==> src/rtl/sta_reg_pipe.sv <==
// Parametrised reg -> combine -> DEPTH-stage register timing path with valid, hold and a saturating sample counter.
// Optional out_parity port when STA_REG_PIPE_PARITY_EN is defined.
module sta_reg_pipe #(
    parameter int WIDTH = 8,
    parameter int NCH   = 2,
    parameter int DEPTH = 2,
    parameter int CNT_W = 16
) (
    input  logic                   clk1,
    input  logic                   rst,
    input  logic                   in_valid,
    input  logic [NCH*WIDTH-1:0]   in_data,
    input  logic [1:0]             mode,
    input  logic                   hold,
    output logic                   out_valid,
    output logic [WIDTH-1:0]       out_data,
    output logic [CNT_W-1:0]       out_count
`ifdef STA_REG_PIPE_PARITY_EN
    ,
    output logic                   out_parity
`endif
);

    typedef enum logic [1:0] {
        MODE_AND = 2'b00,
        MODE_OR  = 2'b01,
        MODE_XOR = 2'b10,
        MODE_AOI = 2'b11
    } mode_t;

    logic [WIDTH-1:0] r_ch [NCH];
    mode_t            r_mode;
    logic [DEPTH:0]   r_v;
    logic [WIDTH-1:0] r_pd [1:DEPTH];
    logic [CNT_W-1:0] r_cnt;

    logic [WIDTH-1:0] w_and;
    logic [WIDTH-1:0] w_or;
    logic [WIDTH-1:0] w_xor;
    logic [WIDTH-1:0] w_hi;
    logic [WIDTH-1:0] w_comb;
    logic [WIDTH-1:0] w_last_in;

    always_comb begin
        w_and = '1;
        w_or  = '0;
        w_xor = '0;
        w_hi  = '0;
        for (int unsigned c = 0; c < NCH; c++) begin
            w_and = w_and & r_ch[c];
            w_or  = w_or  | r_ch[c];
            w_xor = w_xor ^ r_ch[c];
        end
        for (int unsigned c = 2; c < NCH; c++) begin
            w_hi = w_hi | r_ch[c];
        end
        case (r_mode)
            MODE_AND: w_comb = w_and;
            MODE_OR:  w_comb = w_or;
            MODE_XOR: w_comb = w_xor;
            default:  w_comb = ~((r_ch[0] & r_ch[1]) | w_hi);
        endcase
    end

    // Value about to enter the final stage; feeds the output parity register.
    generate
        if (DEPTH == 1) begin : g_last_d1
            assign w_last_in = w_comb;
        end else begin : g_last_dn
            assign w_last_in = r_pd[DEPTH-1];
        end
    endgenerate

    always_ff @(posedge clk1) begin
        if (rst) begin
            r_mode <= MODE_AND;
            r_v    <= '0;
            r_cnt  <= '0;
            for (int unsigned c = 0; c < NCH; c++) begin
                r_ch[c] <= '0;
            end
            for (int unsigned k = 1; k <= DEPTH; k++) begin
                r_pd[k] <= '0;
            end
        end else if (!hold) begin
            r_v <= {r_v[DEPTH-1:0], in_valid};
            if (in_valid) begin
                r_mode <= mode_t'(mode);
                for (int unsigned c = 0; c < NCH; c++) begin
                    r_ch[c] <= in_data[c*WIDTH +: WIDTH];
                end
            end
            r_pd[1] <= w_comb;
            for (int unsigned k = 2; k <= DEPTH; k++) begin
                r_pd[k] <= r_pd[k-1];
            end
            // Count advances together with the output stage so out_count already includes the visible sample.
            if (r_v[DEPTH-1] && (r_cnt != '1)) begin
                r_cnt <= r_cnt + 1'b1;
            end
        end
    end

`ifdef STA_REG_PIPE_PARITY_EN
    logic r_par;

    always_ff @(posedge clk1) begin
        if (rst) begin
            r_par <= 1'b0;
        end else if (!hold) begin
            r_par <= ^w_last_in;
        end
    end

    assign out_parity = r_par;
`else
    logic w_unused_last;
    assign w_unused_last = ^w_last_in;
`endif

    assign out_valid = r_v[DEPTH];
    assign out_data  = r_pd[DEPTH];
    assign out_count = r_cnt;

endmodule

==> config.mk <==
export PLATFORM = sky130hd
export DESIGN_NAME = sta_reg_pipe
export DESIGN_NICKNAME = d
export VERILOG_FILES = /design/src/rtl/sta_reg_pipe.sv
export SDC_FILE = /design/constraint.sdc
export NUM_CORES = 1
export LEC_CHECK = 0
export ABC_AREA = 0
export CAP_MARGIN = 20
export CORE_MARGIN = 8
export CORE_UTILIZATION = 55
export DETAILED_ROUTE_END_ITERATION = 10
export DONT_BUFFER_PORTS = 1
export GPL_ROUTABILITY_DRIVEN = 0
export PLACE_DENSITY = 0.78
export SYNTH_ARGS = -nofsm -noshare
export SYNTH_HDL_FRONTEND = slang
export SYNTH_SLANG_ARGS = --single-unit
==> constraint.sdc <==
create_clock -name clk1 -period 1.78 [get_ports clk1]
set_input_delay 0.445 -clock clk1 [delete_from_list [all_inputs] [get_ports clk1]]
set_output_delay 0.445 -clock clk1 [all_outputs]
set_load 0.05 [all_outputs]
==> flow_results.org, run 1 <==
** Worst setup path
- Of all nets on the critical path, the largest fanout is 5.
- Type of destination of the critical path :: flip-flop
- Required arrival time at the worst endpoint :: 2040 ps
- In this design, the largest share of critical-path delay is due to simple AND/OR/NAND/NOR gates.
- Counting both buffers and inverters, the worst setup path holds a total of 0.
- For this run, the slowest stage of the critical path takes ~500 ps.
- The slowest stage of the critical path belongs to the cell or4_4.
- By startpoint and endpoint, the worst setup path is classified as reg2reg.
- Data on the critical path arrives at its endpoint at between 2000 and 2500 ps.
- The critical path goes through ha_4 -> nand4_1 -> or3_4 -> or4_4 -> a21oi_2.
- Element type at the critical path start :: flip-flop

** Drt
- Post-route antenna net violation count :: 0
- Summed over all layers, the routed wires come to 4.73 mm.
- Total DRC errors in the routed layout :: 0
- For this block, the via count after detailed routing is 1,876.
- In this run, the number of DRC markers left after iteration 0 of detailed routing was 77.
- Per-cell via count in the routed design :: roughly 5.3
- Number of detailed-routing iterations run before antenna repair :: 4
- Wire length per cell :: around 13 um

** Global route
- The initial antenna violation count came to 0.
- Entering global routing, the biggest net connects 34 pins.
- Overall overflow remaining after global route :: 0
- In the global route stage, overall resource usage came out at ~13%.
- First-pass GRT wire length :: ~7.5 mm
- Vias in the first global route :: 1,675

** Yosys
- Main combinational cell family by area after synthesis :: simple AND/OR/NAND/NOR gates
- Ranked by total cell area, the synthesized netlist is headed by edfxtp_1, dfxtp_1, ha_1, mux2i_1, and2_1.
- After Yosys synthesis, XOR and XNOR cells account for 0% of the synthesized area.
- Of the total synthesized cell area, the portion taken by full adders, half adders and majority gates is between 7 and 8%.
- Summed over its instances, the top area cell type makes up a little over a third of the synthesized netlist area.
- In this run, distinct cell masters in the synthesized netlist total 34.
- Total nets after synthesis :: roughly 300
- The largest total area in the synthesized netlist belongs to edfxtp_1.
- Mux share of post-synthesis cell area :: under 10%
- Post-synthesis instance total :: roughly 260
- #FFs+latches synth :: 53
- Of the synthesized area, sequential elements account for about half.
- Simple logic cell fraction of the synthesized area :: around 21%
- During synthesis, Yosys emitted a total of 0 warnings.
- Post-synthesis instance area :: 2730 sq um
- Summing the areas of all compound-gate instances in the mapped netlist gives 7.05% of the synthesized area.
- Syn Area/Cell :: 10.4 sq um

** Die
- In this run the core area contains 25 standard-cell rows.
- Overall die width :: between 80 and 90 um
- Starting density of the core :: a little under three fifths
- Die area :: between 7000 and 8000 sq um
- Measured along the y axis, the die boundary spans 86.5 um.
- # IOs :: between 40 and 50
- After floorplanning, the core was sized to cover 4750 sq um.

** CTS
- Maximum clock path buffer count :: 2
- After clock tree synthesis, the clock-pin slew on the worst setup and hold paths is 100 ps.
- CTS H-tree lvls :: 2
- The clock net in this run drives a total of 53 sinks.
- Number of clock buffers inserted by TritonCTS :: 5
- Clock insertion delay at the later pin of the skew report :: 310 ps
- Clock root cell :: clkbuf_8
- Clock tree from TritonCTS :: done

** Timing
- Post-layout min period :: between 1500 and 2000 ps
- Setup violations remaining at the end of the flow were counted as 0.
- Count of endpoints failing hold in the final timing report :: 0
- Timing would allow up to about 570 MHz.
- Clock Skew :: about 12 ps
- Dividing the final minimum period by the clock period gives around 99%.
- The worst pin sits at a relative slew slack of a little under half.
- Slew at the pin with the worst max-slew slack :: between 700 and 800 ps
- Unrepaired setup endpoints after global routing :: yes
- Final-report max-slew violation count :: 0

** Place
- Sum of net half-perimeters after detailed placement :: roughly 3.6 mm
- Once placement completed, the tool counted placed cells totaling between 300 and 400.
- Placed standard-cell area :: 3000 sq um
- In this run the tool buffered the top-level ports with 0 buffer cells.

** Layout
- Final nets :: between 300 and 400
- In the final layout, the multi-input gates occupy 1260 sq um.
- # fillers :: about 390
- Post-route insts no fill :: between 300 and 400
- The post-route netlist has 20.8% of its cells at a drive strength greater than 1.
- The finished cells cover 3120 sq um.
- Number of antenna diodes :: 0
- Sequential cell area :: roughly 1400 sq um
- Area Overhead vs Synth :: 14.4%

** Status
- The flow ran to the end, and the final reports show no timing, DRC or antenna violations.

** Pwr
- In this run the static leakage power is between 1 and 1.5 nW.
- The worst-case IR drop observed on VDD is ~0.49 mV.
- For this design the ratio of total power to cell area is about 730 nW/um^2.

** Flow run
- The tool flagged a number of max-cap violations equal to 0.

** Hold path
- Worst hold-check path type :: in2reg
-- cells in the final DEF, fill, tap and decap left out, types with 2 or more instances in the layout --
| master | netlist | layout |
|---|---|---|
| nor2_1 | 32 | 32 |
| edfxtp_1 | 32 | 32 |
| buf_4 | 0 | 27 |
| and2_1 | 24 | 24 |
| inv_1 | 18 | 18 |
| mux2i_1 | 18 | 18 |
| a21oi_1 | 19 | 18 |
| ha_1 | 17 | 16 |
| dfxtp_1 | 21 | 11 |
| nor2b_1 | 10 | 10 |
| nand2_1 | 9 | 9 |
| mux2_2 | 8 | 8 |
| dfxtp_2 | 0 | 8 |
| a211oi_1 | 7 | 7 |
| nor3_1 | 6 | 6 |
| nand3_1 | 5 | 5 |
| clkbuf_8 | 0 | 5 |
| nand2b_1 | 4 | 4 |
| nor4_1 | 4 | 4 |
| nand4_1 | 3 | 3 |
| a22o_1 | 2 | 2 |
| clkinvlp_4 | 0 | 2 |
| dfxtp_4 | 0 | 2 |
-- power breakdown --
part / switching, W / internal (W) / leakage, nW
clock network: 0.000401 / 0.000286 / 0.0423
logic: 0.0000937 / 0.0000798 / 0.666
registers: 0.0000739 / 0.00136 / 0.515
-- final cells by class --
type / instances / share of cell area, %
clock inverter: 3 / 0.841
inverter: 18 / 2.16
multi-input combinational: 181 / 40.2
timing repair buffer: 28 / 7.13
sequential: 53 / 44.8
clock buffer: 5 / 2.20
tap: 67 / 2.68
-- cells by family (layout without fill, tap and decap cells) --
group / Yosys count / after routing
mux: 26 / 26
compound gates: 32 / 32
fa+ha+maj: 17 / 17
buf+inv: 28 / 54
flops: 53 / 53
simple gates: 106 / 106
-- Yosys cell counts, drive strengths merged --
cell type,count
edfxtp,32
nor2,32
and2,24
dfxtp,21
a21oi,19
inv,18
mux2i,18
ha,17
nor2b,10
nand2,9
mux2,8
a211oi,7
nor3,7
clkbuf,6
nand3,5
buf,4
nand2b,4
nor4,4
nand4,3
a22o,2
or3,2
or4,2
a21boi,1
a31oi,1
and2b,1
and3,1
o22ai,1
o31ai,1
or2,1
or2b,1
-- sequential cells by signal, summed over array words and instances, names as in the netlist --
register / count
r_v: 3
r_pd: 16
r_mode: 2
out_count: 16
r_ch: 16
-- metal layers --
layer	routed length, um	GRT usage (%)
met3	237	3.69
met4	74	6.42
met1	2090	14.6
met5	0	0
met2	2330	21.1
-- through the flow --
step                TNS, ps  util [%]  hold slack, ps  setup slack, ps  power, W
floorplan              -276         -             451            -78.4   0.00160
global placement          0      63.1             460             90.0   0.00163
detailed placement        0      63.1             470             60.1   0.00164
CTS                       0      65.1             178             54.2   0.00232
global route          -99.1      65.7             171            -55.6   0.00239
finish                    0      65.7             184             21.4   0.00230
-- path summary, 6_finish.rpt --
kind	slack, ps	startpoint	cells past startpoint	end
worst max-delay path	20	out_count[0]	5	out_count[12]
worst min-delay path	180	rst	1	out_count[12]
worst max register to register	20	out_count[0]	5	out_count[12]
worst min register to register	500	r_v[0]	2	r_v[1]
-- repair_timing --
action | 4_1_cts | 5_1_grt
hold endpoints to repair | 0 | 0
gates resized for setup | 0 | 2
buffers inserted | 0 | 3
setup endpoints to repair | 0 | 3
hold buffers | 0 | 0
Note: power is estimated with default switching activity, not from simulation.
==> run 2: changes to the inputs <==
--- a/config.mk
+++ b/config.mk
@@ -13,6 +13,7 @@
 export DONT_BUFFER_PORTS = 1
 export GPL_ROUTABILITY_DRIVEN = 0
 export PLACE_DENSITY = 0.78
+export REMOVE_ABC_BUFFERS = 1
 export SYNTH_ARGS = -nofsm -noshare
 export SYNTH_HDL_FRONTEND = slang
 export SYNTH_SLANG_ARGS = --single-unit
==> run 2 against run 1 <==
Against the previous run: first-iteration DRC count up 29%; worst hold slack better by 15 ps; largest power group unchanged; critical path type unchanged; critical endpoint is now out_count[13]; die area unchanged; routed wire length up 6.8%; global-route usage up 1.1 points; non-clock buffer count up 2.
==> flow_results.org, run 2 (synthesis gave the netlist of run 1 again) <==
** Timing
- After layout, the worst setup slack is between 30 and 40 ps.
- Minimum hold slack :: roughly 200 ps
- Setup-failing EPs final :: 0
- After layout, the minimum clock period comes to between 1500 and 2000 ps.
- Setup repair after global routing could not meet its margin everywhere.
- The worst pin sits at a relative slew slack of between 40% and 50%.
- The max-slew violation total from the final report is 0.
- Of the available clock period, the critical path in the final layout requires slightly below 100%.
- The hold violation count in the final report is 0.
- For this run, the top clock speed supported by timing is 571 MHz.
- At the pin with the least slew margin, the transition time is about 770 ps.
- For the final database, setup skew stands at 8.07 ps.

** Global route
- Vias in the first global route :: about 1.8k
- Entering global routing, the biggest net connects 34 pins.
- Total Routing Usage GR :: around 14%
- The initial antenna violation count is 0.
- The first global-routing pass estimated 8.23 mm of wire.
- After global routing the overflow that remains totals 0.

** CTS
- TritonCTS built the clock tree.
- Clock root cell :: clkbuf_8
- Clock-pin slew was measured on the worst setup and hold paths at 90 ps.
- In this run the deepest clock path goes through 2 buffers.
- CTS H-tree lvls :: 2
- In this run, CTS created clock tree buffers numbering 5.
- Count of hold-fix buffers inserted at cts :: 0
- The tree built by TritonCTS fans out to 53 sinks.
- The later pin in the worst-skew pair is clocked with a latency of around 300 ps.

** Worst setup path
- Cell count of the worst reg-to-reg path :: 6
- Element type at the critical path start :: flip-flop
- Type of destination of the critical path :: flip-flop
- Cell type of the slowest stage on the worst timing path :: or4_4
- The signal on the critical path passes through buf_6 -> nand2_1 -> buf_4 -> or4_4 -> nor4_4 -> nor3_1.
- Along the worst path, the maximum fanout reaches 4.
- For the worst setup path, the data arrival time is 1940 ps.
- Total buffers and inverters traversed by the critical path :: 2
- Biggest cell delay along the critical path :: just over 500 ps
- Critical path's top delay family :: simple AND/OR/NAND/NOR gates
- The critical path crosses 6 cells after its start point.
- CP Class :: reg2reg
- STA puts the critical path data required time at approximately 2000 ps.

** Die
- Core area :: 4750 sq um
- Starting density of the core :: between 50 and 60%
- DIE HEIGHT :: 86.5 um
- # IOs :: 47
- Placement Rows :: 25
- The die covers 7480 sq um.
- From left edge to right edge, the die measures just under 90 um.

** Pwr
- Fraction of power consumed by combinational cells :: between 7 and 8%
- In this run switching power makes up a little under a quarter of total power.
- Maximum ir drop on the vdd rail :: 0.568 mV
- Internal power comes to about 0.0019 W.
- Clk network pwr share :: between 30% and 40%
- Sequential share of power :: 59.7%
- For this design the ratio of total power to cell area is 761 nW/um^2.
- Net load switching power :: 0.000542 W
- Reported leakage power :: 1.25 nW

** Flow run
- Max-cap violations :: 0

** Status
- Result of the run :: complete, no violations

** Drt
- Post-route antenna net violation count :: 0
- Total wire length after detailed routing :: just over 5 mm
- Wire length per cell :: between 10 and 15 um
- Dividing the detail-routed via count by the number of cells gives about 5.4.
- Number of detailed-routing iterations run before antenna repair :: 4
- For this block, the initial DRC count from the detailed router was just under 100.
- Vias :: around 1.9k
- Total DRC errors in the routed layout :: 0

** Place
- Sum of net half-perimeters after detailed placement :: between 3 and 4 mm
- Setup slack after placement :: -21.2 ps
- Input and output buffers added on the ports amount to 0.
- Once placement finished, the instance area stood at roughly 3000 sq um.

** Layout
- Area Overhead vs Synth :: 15.6%
- The finished cells cover ~3200 sq um.
- Most used cells in the layout excluding fill and tap cells :: edfxtp_1, nor2_1, buf_4, and2_1
- Number of antenna diodes :: 0
- Final nets :: 328
- Of the cells placed in the final design, the portion with a size suffix greater than 1 is 19.0%.
- The library cell used most frequently in the layout, excluding fill and tap cells, is edfxtp_1.

** Hold path
- Worst hold-check path type :: in2reg
- Number of cells on the worst hold path :: 1
[run 2: changes by cell type in the layout (fill, tap and decap cells not counted), sizes merged]
cell,previous run,this run
buf,28,30
clkinvlp,2,0
bufinv,0,1
clkbuf,5,6
clkinv,0,1
inv,19,18
[run 2: through the flow]
step	std cells	setup TNS [ps]	power [W]	util, %
final	357	0	0.00240	66.4
after global routing	357	-80.1	0.00251	66.4
after CTS	356	0	0.00243	65.6
after detailed placement	348	-21.2	0.00164	63.1
after global placement	348	0	0.00163	63.1
after floorplan	252	-3650	0.00159	-
[run 2: routing by layer]
layer / share of wire [%] / vias to the layer above / track usage [%]
met5: 0 / - / 0
met4: 1.3 / 0 / 4.85
met3: 9.0 / 6 / 6.81
met2: 47 / 61 / 21.8
met1: 43 / 907 / 15.7
li1: - / 967 / -
[run 2: final timing paths]
check	from	to	slack, ps
hold reg to reg	r_v[0]	r_v[0]	480
setup / recovery	out_count[1]	out_count[13]	30
hold / removal	rst	out_count[11]	200
setup reg to reg	out_count[1]	out_count[13]	30
[run 2: layout make-up]
class / count / area (sq um)
Clock buffer: 6 / 72.6
Tap cell: 67 / 83.8
Clock inverter: 2 / 35.0
Fill cell: 395 / 1600
Inverter: 18 / 67.6
Multi-Input combinational cell: 181 / 1270
Timing Repair Buffer: 30 / 249
Sequential cell: 53 / 1380
[run 2: power groups by stage]
stage	Sequential, W	Clock, W	Combinational (W)
after floorplan	0.00147	0	0.000126
after global placement	0.00146	0	0.000167
after detailed placement	0.00147	0	0.000178
after CTS	0.00144	0.000813	0.000180
after global routing	0.00144	0.000856	0.000206
final	0.00144	0.000791	0.000177
[run 2: repair_timing]
item                                    4_1_cts  5_1_grt
setup buffers                                 0        1
pin swaps                                     0        3
endpoints found under the setup margin        3        7
resized for setup                             5        7
==> run 3: changes to the inputs <==
--- a/config.mk
+++ b/config.mk
@@ -6,6 +6,7 @@
 export NUM_CORES = 1
 export LEC_CHECK = 0
 export ABC_AREA = 0
+export ABC_CLOCK_PERIOD_IN_PS = 1780
 export CAP_MARGIN = 20
 export CORE_MARGIN = 8
 export CORE_UTILIZATION = 55
@@ -13,7 +14,9 @@
 export DONT_BUFFER_PORTS = 1
 export GPL_ROUTABILITY_DRIVEN = 0
 export PLACE_DENSITY = 0.78
+export RECOVER_POWER = 100
 export REMOVE_ABC_BUFFERS = 1
+export SLEW_MARGIN = 25
 export SYNTH_ARGS = -nofsm -noshare
 export SYNTH_HDL_FRONTEND = slang
 export SYNTH_SLANG_ARGS = --single-unit
==> run 3 against run 2 <==
Against the previous run: critical path depth unchanged; cell count is the same; register-to-register slack barely moved; die area did not move; cell area down 0.52%; critical path type unchanged; critical endpoint unchanged; highest routed layer unchanged.
==> flow_results.org, run 3 (synthesis gave the netlist of run 1 again) <==
** Drt
- The count of nets left with antenna violations once routing finished came out at 0.
- Total DRC errors in the routed layout :: 0
- Number of detailed-routing iterations run before antenna repair :: 5
- Detailed routing inserted a total of 1,944 vias.
- 1st-iter DRT viols :: 92
- Per-cell via count in the routed design :: 5.45
- In the final routed layout, each cell accounts on average for between 10 and 15 um.
- Summed over all layers, the routed wires come to between 5 and 6 mm.

** Worst setup path
- Crit. path cell count :: 6
- STA classifies the critical path endpoint as a flip-flop.
- Traced cell by cell, the critical path runs through buf_6 -> nand2_1 -> buf_4 -> or4_4 -> nor4_4 -> nor3_1.
- The critical path is of the reg2reg type.
- The worst setup path is launched from a flip-flop.
- For the worst setup path, the data required time is between 1500 and 2000 ps.
- For this run, the slowest stage of the critical path takes a little over 500 ps.
- For the worst setup path, the data arrival time is roughly 1900 ps.
- Of all nets on the critical path, the largest fanout is 4.
- Critical path's top delay family :: simple AND/OR/NAND/NOR gates
- Total buffers and inverters traversed by the critical path :: 2
- Cell count of the worst reg-to-reg path :: 6
- Cell type of the slowest stage on the worst timing path :: or4_4

** CTS
- The tree is rooted in a clkbuf_8.
- Number of clock buffers inserted by TritonCTS :: 5
- CTS built an H-tree with a depth of 2.
- Clock tree from TritonCTS :: done
- The clock passes through at most 2 buffers.
- Count of hold-fix buffers inserted at cts :: 0
- The later pin in the worst-skew pair is clocked with a latency of 310 ps.
- Number of clock sinks :: 53
- Clock slew at the register clock pins of the worst setup and hold paths :: 90 ps

** Pwr
- Fraction of power consumed by combinational cells :: between 7 and 8%
- Maximum ir drop on the vdd rail :: 0.569 mV
- In this run the static leakage power is approximately 1.2 nW.
- In this run the power density over the cells is 764 nW/um^2.
- The design draws ~0.0024 W.
- Design internal power :: 0.00186 W
- Net switching is a little under a quarter of the power.
- The analysis attributes to net switching a power of 0.000542 W.
- Clk network pwr share :: between 30 and 40%
- Sequential share of power :: around three fifths

** Timing
- The hold violation count in the final report was 0.
- Summed over all failing endpoints, the final setup total negative slack is 0 ps.
- Max-slew headroom at the worst pin :: about 48%
- The max-slew violation total from the final report was 0.
- Setup repair after global routing could not meet its margin everywhere.
- At the pin with the least slew margin, the transition time is 770 ps.
- Between clock sinks in the finished design, the worst skew comes to 8.70 ps.
- Derived from the worst setup path, the maximum achievable clock frequency is about 570 MHz.
- Post-layout min period :: about 1700 ps
- Setup-failing EPs final :: 0
- In the finished design, the share of the clock period the worst path needs comes to 98.3%.

** Layout
- In the layout the commonest cells are edfxtp_1, nor2_1, buf_4, a21oi_1, dfxtp_1.
- Fin util :: between 60% and 70%
- Area Overhead vs Synth :: 15.0%
- Post-route insts no fill :: 357
- The post-route netlist has about a fifth of its cells at a drive strength greater than 1.
- After routing the design area is roughly 3100 sq um.
- The library cell used most frequently in the layout, excluding fill and tap cells, is edfxtp_1.
- Number of antenna diodes :: 0
- The final layout contains 328 nets.

** Hold path
- Number of cells on the worst hold path :: 1
- The min-delay analysis places its worst path in the category in2reg.

** Global route
- The first global-routing pass estimated a little over 8 mm of wire.
- Global routing finished with a remaining overflow of 0.
- The via count of the first global-routing pass is around 1.8k.
- The initial antenna violation count was 0.
- Largest net degree at the start of global routing :: 34
- For this run, the total global-route usage over all layers was measured as roughly 14%.

** Status
- The run finished with clean final reports.

** Flow run
- Max-cap violations :: 0

** Place
- Cell total after placement :: ~350
- After legalization and detailed placement, the total HPWL measured approximately 3.7 mm.
- In this run the cell area measured after placement is 3000 sq um.
- In this run the tool buffered the top-level ports with 0 buffer cells.

** Die
- Overall die width :: 86.5 um
- In this run the vertical extent of the chip is approximately 86 um.
- The floorplan step defined a die boundary enclosing between 7000 and 8000 sq um.
- The initialized floorplan defines 25 standard-cell rows.
- The initial utilization of the core area, before any placement, comes to 57.4%.
- # IOs :: 47
- Core area :: 4750 sq um
==> run 3: path summary, 6_finish.rpt <==
| path | from | end | slack [ps] |
|---|---|---|---|
| max | out_count[1] | out_count[13] | 30 |
| min | rst | out_count[11] | 200 |
| max reg2reg | out_count[1] | out_count[13] | 30 |
| min reg2reg | r_v[0] | r_v[0] | 480 |
==> run 3: layout make-up <==
type	instances	area, sq um
clock buffers	6	72.6
flip-flops and latches	53	1380
repair buffers	30	233
clock inverters	2	35.0
inverters	18	67.6
fillers	398	1610
multi-input cells	181	1270
well taps	67	83.8
==> run 3: repair_timing <==
action	in CTS	in global routing
pin swaps	0	3
setup buffers	0	1
endpoints found under the setup margin	3	7
resized for setup	5	7
==> run 3: through the flow <==
stage | setup WS (ps) | hold WS [ps]
detailed placement | -21.2 | 458
finish | 30.9 | 198
global route | -48.9 | 182
CTS | 0.0593 | 189
floorplan | -471 | 448
global placement | 53.8 | 458
==> run 3: power groups by stage <==
stage / Combinational (W) / Sequential (W) / Clock, W
finish: 0.000171 / 0.00144 / 0.000792
global route: 0.000200 / 0.00144 / 0.000856
CTS: 0.000180 / 0.00144 / 0.000813
detailed placement: 0.000178 / 0.00147 / 0
global placement: 0.000167 / 0.00146 / 0
floorplan: 0.000126 / 0.00147 / 0
==> run 3: per-layer routing <==
metal  global-route usage [%]  vias up  share of wire, %
li1                         -      967                 -
met1                     15.7      905                43
met2                     21.8       65                46
met3                     6.81        7               9.3
met4                     4.85        0               1.5
met5                        0        -                 0
